<file path="config.mk">
export PLATFORM = sky130hd
export DESIGN_NAME = mem_wb_stage
export DESIGN_NICKNAME = d
export VERILOG_FILES = /design/src/rtl/mem_wb_stage_pkg.sv /design/src/rtl/mem_wb_stage_wait_timer.sv /design/src/rtl/mem_wb_stage.sv
export SDC_FILE = /design/constraint.sdc
export NUM_CORES = 1
export LEC_CHECK = 0
export BUFFER_PORTS_ARGS = -buffer_cell sky130_fd_sc_hd__buf_2
export CORE_AREA = 3 3 136 98
export DETAILED_ROUTE_END_ITERATION = 8
export DIE_AREA = 0 0 139 101
export HOLD_SLACK_MARGIN = 0.06
export PLACE_DENSITY = 0.95
export REMOVE_ABC_BUFFERS = 1
export SETUP_SLACK_MARGIN = 0.2
export SYNTH_ARGS = -nofsm -noshare
export SYNTH_HDL_FRONTEND = slang
export SYNTH_SLANG_ARGS = --single-unit
export TNS_END_PERCENT = 50
</file>
<file path="constraint.sdc">
create_clock -name clk -period 3.4 [get_ports clk]
set_input_delay 0.68 -clock clk [delete_from_list [all_inputs] [get_ports clk]]
set_output_delay 0.68 -clock clk [all_outputs]
set_load 0.01 [all_outputs]
</file>
<file path="src/rtl/mem_wb_stage_pkg.sv">
// Shared types and constants for the MEM stage and its wait timer.
package mem_pkg;
  typedef enum logic {IDLE = 1'b0, BUSY = 1'b1} state_t;

  localparam int MEM_RD_BIT = 1;
  localparam int MEM_WR_BIT = 0;
  localparam logic [1:0] WB_NONE = 2'b00;

  function automatic int wait_cnt_w(input int max_wait);
    return (max_wait > 1) ? $clog2(max_wait) : 1;
  endfunction
endpackage

</file>
<file path="src/rtl/mem_wb_stage_wait_timer.sv">
// Counts BUSY cycles without a memory response; expire flags the final allowed cycle.
module mem_wait_timer
  import mem_pkg::*;
#(
  parameter int MAX_WAIT = 15
) (
  input  logic clk,
  input  logic rst_n,
  input  logic clr,
  input  logic en,
  output logic expire
);
  localparam int CW = wait_cnt_w(MAX_WAIT);
  localparam logic [CW-1:0] LAST = CW'(MAX_WAIT - 1);

  logic [CW-1:0] cnt;

  always_ff @(posedge clk or negedge rst_n) begin
    if (!rst_n) begin
      cnt <= '0;
    end else if (clr) begin
      cnt <= '0;
    end else if (en && !expire) begin
      cnt <= cnt + CW'(1);
    end
  end

  assign expire = (cnt == LAST);
endmodule

</file>
<file path="src/rtl/mem_wb_stage.sv">
// MEM stage: drives the data-memory request/ready bus, stalls upstream, registers MEM/WB.
// Define MEM_MISALIGN_TRAP_EN to retire misaligned accesses without a bus request.
module mem_wb_stage
  import mem_pkg::*;
#(
  parameter int DATA_W   = 32,
  parameter int REG_W    = 5,
  parameter int MAX_WAIT = 15
) (
  input  logic              clk,
  input  logic              rst_n,
  input  logic [1:0]        WB_in,
  input  logic [1:0]        Mem_in,
  input  logic [DATA_W-1:0] ALUResult_in,
  input  logic [DATA_W-1:0] WriteData_in,
  input  logic [REG_W-1:0]  rdAddr_in,
  output logic              dmem_req,
  output logic              dmem_we,
  output logic [DATA_W-1:0] dmem_addr,
  output logic [DATA_W-1:0] dmem_wdata,
  input  logic [DATA_W-1:0] dmem_rdata,
  input  logic              dmem_ready,
  output logic              stall,
  output logic [1:0]        WB_out,
  output logic [DATA_W-1:0] ReadData_wb,
  output logic [DATA_W-1:0] ALUResult_wb,
  output logic [REG_W-1:0]  rdAddr_wb,
  output logic              valid_wb,
  output logic              bus_err
`ifdef MEM_MISALIGN_TRAP_EN
  ,
  output logic              misalign
`endif
);
  state_t            state;
  logic [1:0]        req_wb;
  logic [REG_W-1:0]  req_rd;
  logic              access;
  logic              mis;
  logic              issue;
  logic              in_idle;
  logic              in_busy;
  logic              expire;

  assign access  = Mem_in[MEM_RD_BIT] | Mem_in[MEM_WR_BIT];
`ifdef MEM_MISALIGN_TRAP_EN
  assign mis     = access & (ALUResult_in[1:0] != 2'b00);
`else
  assign mis     = 1'b0;
`endif
  assign issue   = access & ~mis;
  assign in_idle = (state == IDLE);
  assign in_busy = (state == BUSY);

  // Stall is gated by reset so an in-flight access vanishes the moment rst_n drops.
  assign dmem_req = in_busy;
  assign stall    = rst_n & ((in_idle & issue) | (in_busy & ~dmem_ready & ~expire));

  mem_wait_timer #(.MAX_WAIT(MAX_WAIT)) u_timer (
    .clk    (clk),
    .rst_n  (rst_n),
    .clr    (in_idle & issue),
    .en     (in_busy & ~dmem_ready),
    .expire (expire)
  );

  always_ff @(posedge clk or negedge rst_n) begin
    if (!rst_n) begin
      state        <= IDLE;
      dmem_we      <= 1'b0;
      dmem_addr    <= '0;
      dmem_wdata   <= '0;
      req_wb       <= WB_NONE;
      req_rd       <= '0;
      WB_out       <= WB_NONE;
      ReadData_wb  <= '0;
      ALUResult_wb <= '0;
      rdAddr_wb    <= '0;
      valid_wb     <= 1'b0;
      bus_err      <= 1'b0;
`ifdef MEM_MISALIGN_TRAP_EN
      misalign     <= 1'b0;
`endif
    end else begin
      bus_err  <= 1'b0;
`ifdef MEM_MISALIGN_TRAP_EN
      misalign <= 1'b0;
`endif
      case (state)
        IDLE: begin
          if (issue) begin
            dmem_we     <= Mem_in[MEM_WR_BIT];
            dmem_addr   <= ALUResult_in;
            dmem_wdata  <= WriteData_in;
            req_wb      <= WB_in;
            req_rd      <= rdAddr_in;
            WB_out      <= WB_NONE;
            ReadData_wb <= '0;
            valid_wb    <= 1'b0;
            state       <= BUSY;
          end else begin
            WB_out       <= mis ? WB_NONE : WB_in;
            ALUResult_wb <= ALUResult_in;
            rdAddr_wb    <= rdAddr_in;
            ReadData_wb  <= '0;
            valid_wb     <= access | (WB_in != WB_NONE);
`ifdef MEM_MISALIGN_TRAP_EN
            misalign     <= mis;
`endif
          end
        end
        BUSY: begin
          if (dmem_ready) begin
            WB_out       <= req_wb;
            ALUResult_wb <= dmem_addr;
            rdAddr_wb    <= req_rd;
            ReadData_wb  <= dmem_we ? '0 : dmem_rdata;
            valid_wb     <= 1'b1;
            state        <= IDLE;
          end else if (expire) begin
            // Timed-out access still retires so the pipeline keeps its slot count.
            WB_out       <= WB_NONE;
            ALUResult_wb <= dmem_addr;
            rdAddr_wb    <= req_rd;
            ReadData_wb  <= '0;
            valid_wb     <= 1'b1;
            bus_err      <= 1'b1;
            state        <= IDLE;
          end
        end
        default: state <= IDLE;
      endcase
    end
  end
endmodule

</file>
==> flow_metrics.env <==
export IMPL_status="completed"
export IMPL_clkSinkCount=150
export IMPL_critPathCaptureType="output port"
export IMPL_synth_ff_type="dfrtp_1"
export IMPL_timing_fmax_mhz=355
export IMPL_post_synth_cell_area_avg_um2=13.0
export IMPL_antenna_found_initial=0
export IMPL_total_power_w=0.00677
export IMPL_root_buffer="clkbuf_16"
export IMPL_cts_setup_buffers=0
export IMPL_hold_viol=0
export IMPL_die_area_mm2=0.0140
export IMPL_start_util_pct=51.3
export IMPL_cp_depth=4
export IMPL_ys_warn_count=0
export IMPL_met2_length_um=8440
export IMPL_drtIter0Drc=406
export IMPL_synth_edf_count=0
export IMPL_cap_violations=0
export IMPL_synth_common_cells="dfrtp_1 (150), mux2_2 (72), nor2_1 (42)"
export IMPL_grt_pass1_wl_um=26700
export IMPL_slew_limit_headroom_pct=27.9
export IMPL_viasPerCell=5.66
export IMPL_drv_slew=0
export IMPL_worstMarginPinSlew_ns=1.08
export IMPL_drtAntennaViolNets=0
export IMPL_finalNetCount=825
export IMPL_ys_ff_latch=150
export IMPL_p_leak_nw=3.86
export IMPL_grt_pass1_vias=5085
export IMPL_tritoncts="built"
export IMPL_ys_types=34
export IMPL_fin_crit_ns=2.81
export IMPL_cts_buffer_depth=2
export IMPL_routed_wl_um=16900
export IMPL_rsz0062_at_grt="false"
export IMPL_crit_fanout=37
export IMPL_io_pins=248
export IMPL_synth_top_cells_by_area="dfrtp_1 (60%), mux2_2 (13%), o221a_2 (6.5%)"
export IMPL_drt_pass1_iterations=6
export IMPL_pwr_density_cell_mw_per_mm2=825
export IMPL_cts_htree_levels=4
export IMPL_finalSetupViolations=0
export IMPL_crit_chain="nand2b_1, o21ai_1, and2_1, buf_2"
export IMPL_cts_clk_slew_worst_paths_ns=0.06
export IMPL_startpoint_type="register"
export IMPL_synth_most_common_cell="dfrtp_1"
export IMPL_area_growth_pct=30.6
export IMPL_yosys_area_top_type="dfrtp_1"
export IMPL_syn_area_mm2=0.00628
export IMPL_drive_gt1_share_pct=55.2
export IMPL_place_gp_congestion=0.767
export IMPL_path_buf_inv=1
export IMPL_grt_usage_pct=23.8
export IMPL_routed_wl_met3_um=1180
export IMPL_dr_total_vias=5040
export IMPL_cp_slowest_cell="dfrtp_2"
export IMPL_synth_cells=482
export IMPL_hold_path_class="input port to asynchronous set/reset pin"
export IMPL_critical_path_class="register to output port"
export IMPL_m1WireLength_um=6950
export IMPL_diodes=0
export IMPL_vdd_drop_max_v=0.000522
export IMPL_top_layer_used="met4"
export IMPL_cts_made_buffers=17
export IMPL_synth_top_area_share_pct=59.7
export IMPL_cp_required_ns=2.72
export IMPL_core_mm2=0.0123
export IMPL_portBuffers=247
export IMPL_finalCritPeriodShare_pct=82.8
export IMPL_die_y_um=101
export IMPL_cts_hold_fix_buffers=0
export IMPL_drc_errors=0
export IMPL_ctsResizeCount=0
export IMPL_crit_family="flip-flops"
export IMPL_yosysSeqAreaShare_pct=59.7
export IMPL_slowest_delay_ns=0.79
export IMPL_overflow=0
export IMPL_holdWs_ns=0.342
export IMPL_grt_max_degree=151
export IMPL_post_drt_wl_per_cell_um=19.0
export IMPL_dp_final_hpwl_um=11200
export IMPL_async_flop_share_pct=100
export IMPL_reg2reg_depth=4
export IMPL_die_x_um=139
export IMPL_worstSkewPairLatency_ns=0.41
export IMPL_critPathArrivalTime_ns=2.13
export IMPL_num_rows=34
export IMPL_fin_skew_ns=0.00837
==> kinds of logic (layout without fill, tap and decap cells) <==
logic type      Yosys count  in the layout  synth area share, %
mux                      72             72                 12.9
flops                   150            150                 59.7
simple gates             93             93                 7.45
buf+inv                  46            292                 3.80
compound gates          119            119                 15.7
fa+ha+maj                 2              2                0.398
==> per-layer routing <==
layer  vias to the layer above  global-route usage [%]
li1                       2296                       -
met1                      2501                    31.5
met2                       217                    39.2
met3                        26                    4.93
met4                         0                    9.25
met5                         -                       0
==> area by class of cell <==
type | count | area [um2]
Clock buffer | 19 | 443
Clock inverter | 13 | 146
Fill cell | 933 | 4050
Inverter | 3 | 11.3
Multi-Input combinational cell | 286 | 2300
Sequential cell | 150 | 3750
Tap cell | 162 | 203
Timing Repair Buffer | 257 | 1340
==> metrics by stage <==
| stage | utilization, % | instances | cell area, um2 | setup TNS (ns) | setup slack (ns) |
|---|---|---|---|---|---|
| 2_1_floorplan | - | 439 | 6060 | -108.08 | -2.12 |
| 3_3_place_gp | 62.2 | 858 | 7620 | 0 | 1.10 |
| 3_5_place_dp | 62.2 | 858 | 7620 | 0 | 1.00 |
| 4_1_cts | 67.0 | 890 | 8210 | 0 | 0.565 |
| 5_1_grt | 67.0 | 890 | 8210 | 0 | 0.431 |
| 6_report | 67.0 | 890 | 8210 | 0 | 0.586 |
==> sequential cells by signal, summed over array words and instances (netlist names), 2 cells and up <==
name,count
req_wb,2
dmem_addr,32
ReadData_wb,32
dmem_wdata,32
rdAddr_wb,5
req_rd,5
u_timer.cnt,4
WB_out,2
ALUResult_wb,32
==> final timing paths <==
kind | start | end | slack, ns
max in group asynchronous | rst_n | dmem_req | 2.36
worst max register to register | dmem_req | ALUResult_wb[10] | 1.12
worst max-delay path | dmem_req | stall | 0.59
worst min register to register | dmem_wdata[0] | dmem_wdata[0] | 0.50
worst min-delay path | rst_n | dmem_addr[26] | 0.34
min in group clk | dmem_rdata[15] | ReadData_wb[15] | 0.48
==> report_power, final <==
part | leakage, nW | internal [W] | switching, W
combinational | 1.80 | 0.00104 | 0.00105
clock | 0.273 | 0.00111 | 0.000748
sequential | 1.79 | 0.00237 | 0.000463
total | 3.86 | 0.00451 | 0.00226
==> placed cells by master (no fill, tap or decap), drive strengths merged, types with 2 or more instances in the layout <==
cell	instances
nand2	2
o221a	37
dfrtp	150
or2	2
clkinvlp	5
and3	3
buf	257
ha	2
nor4	37
a21oi	38
inv	7
o21ai	4
clkbuf	19
clkinv	2
bufinv	2
nand3	3
a221o	2
mux2	72
nor2	43
a22o	32
No activity file was read; power rests on OpenSTA's default activity.
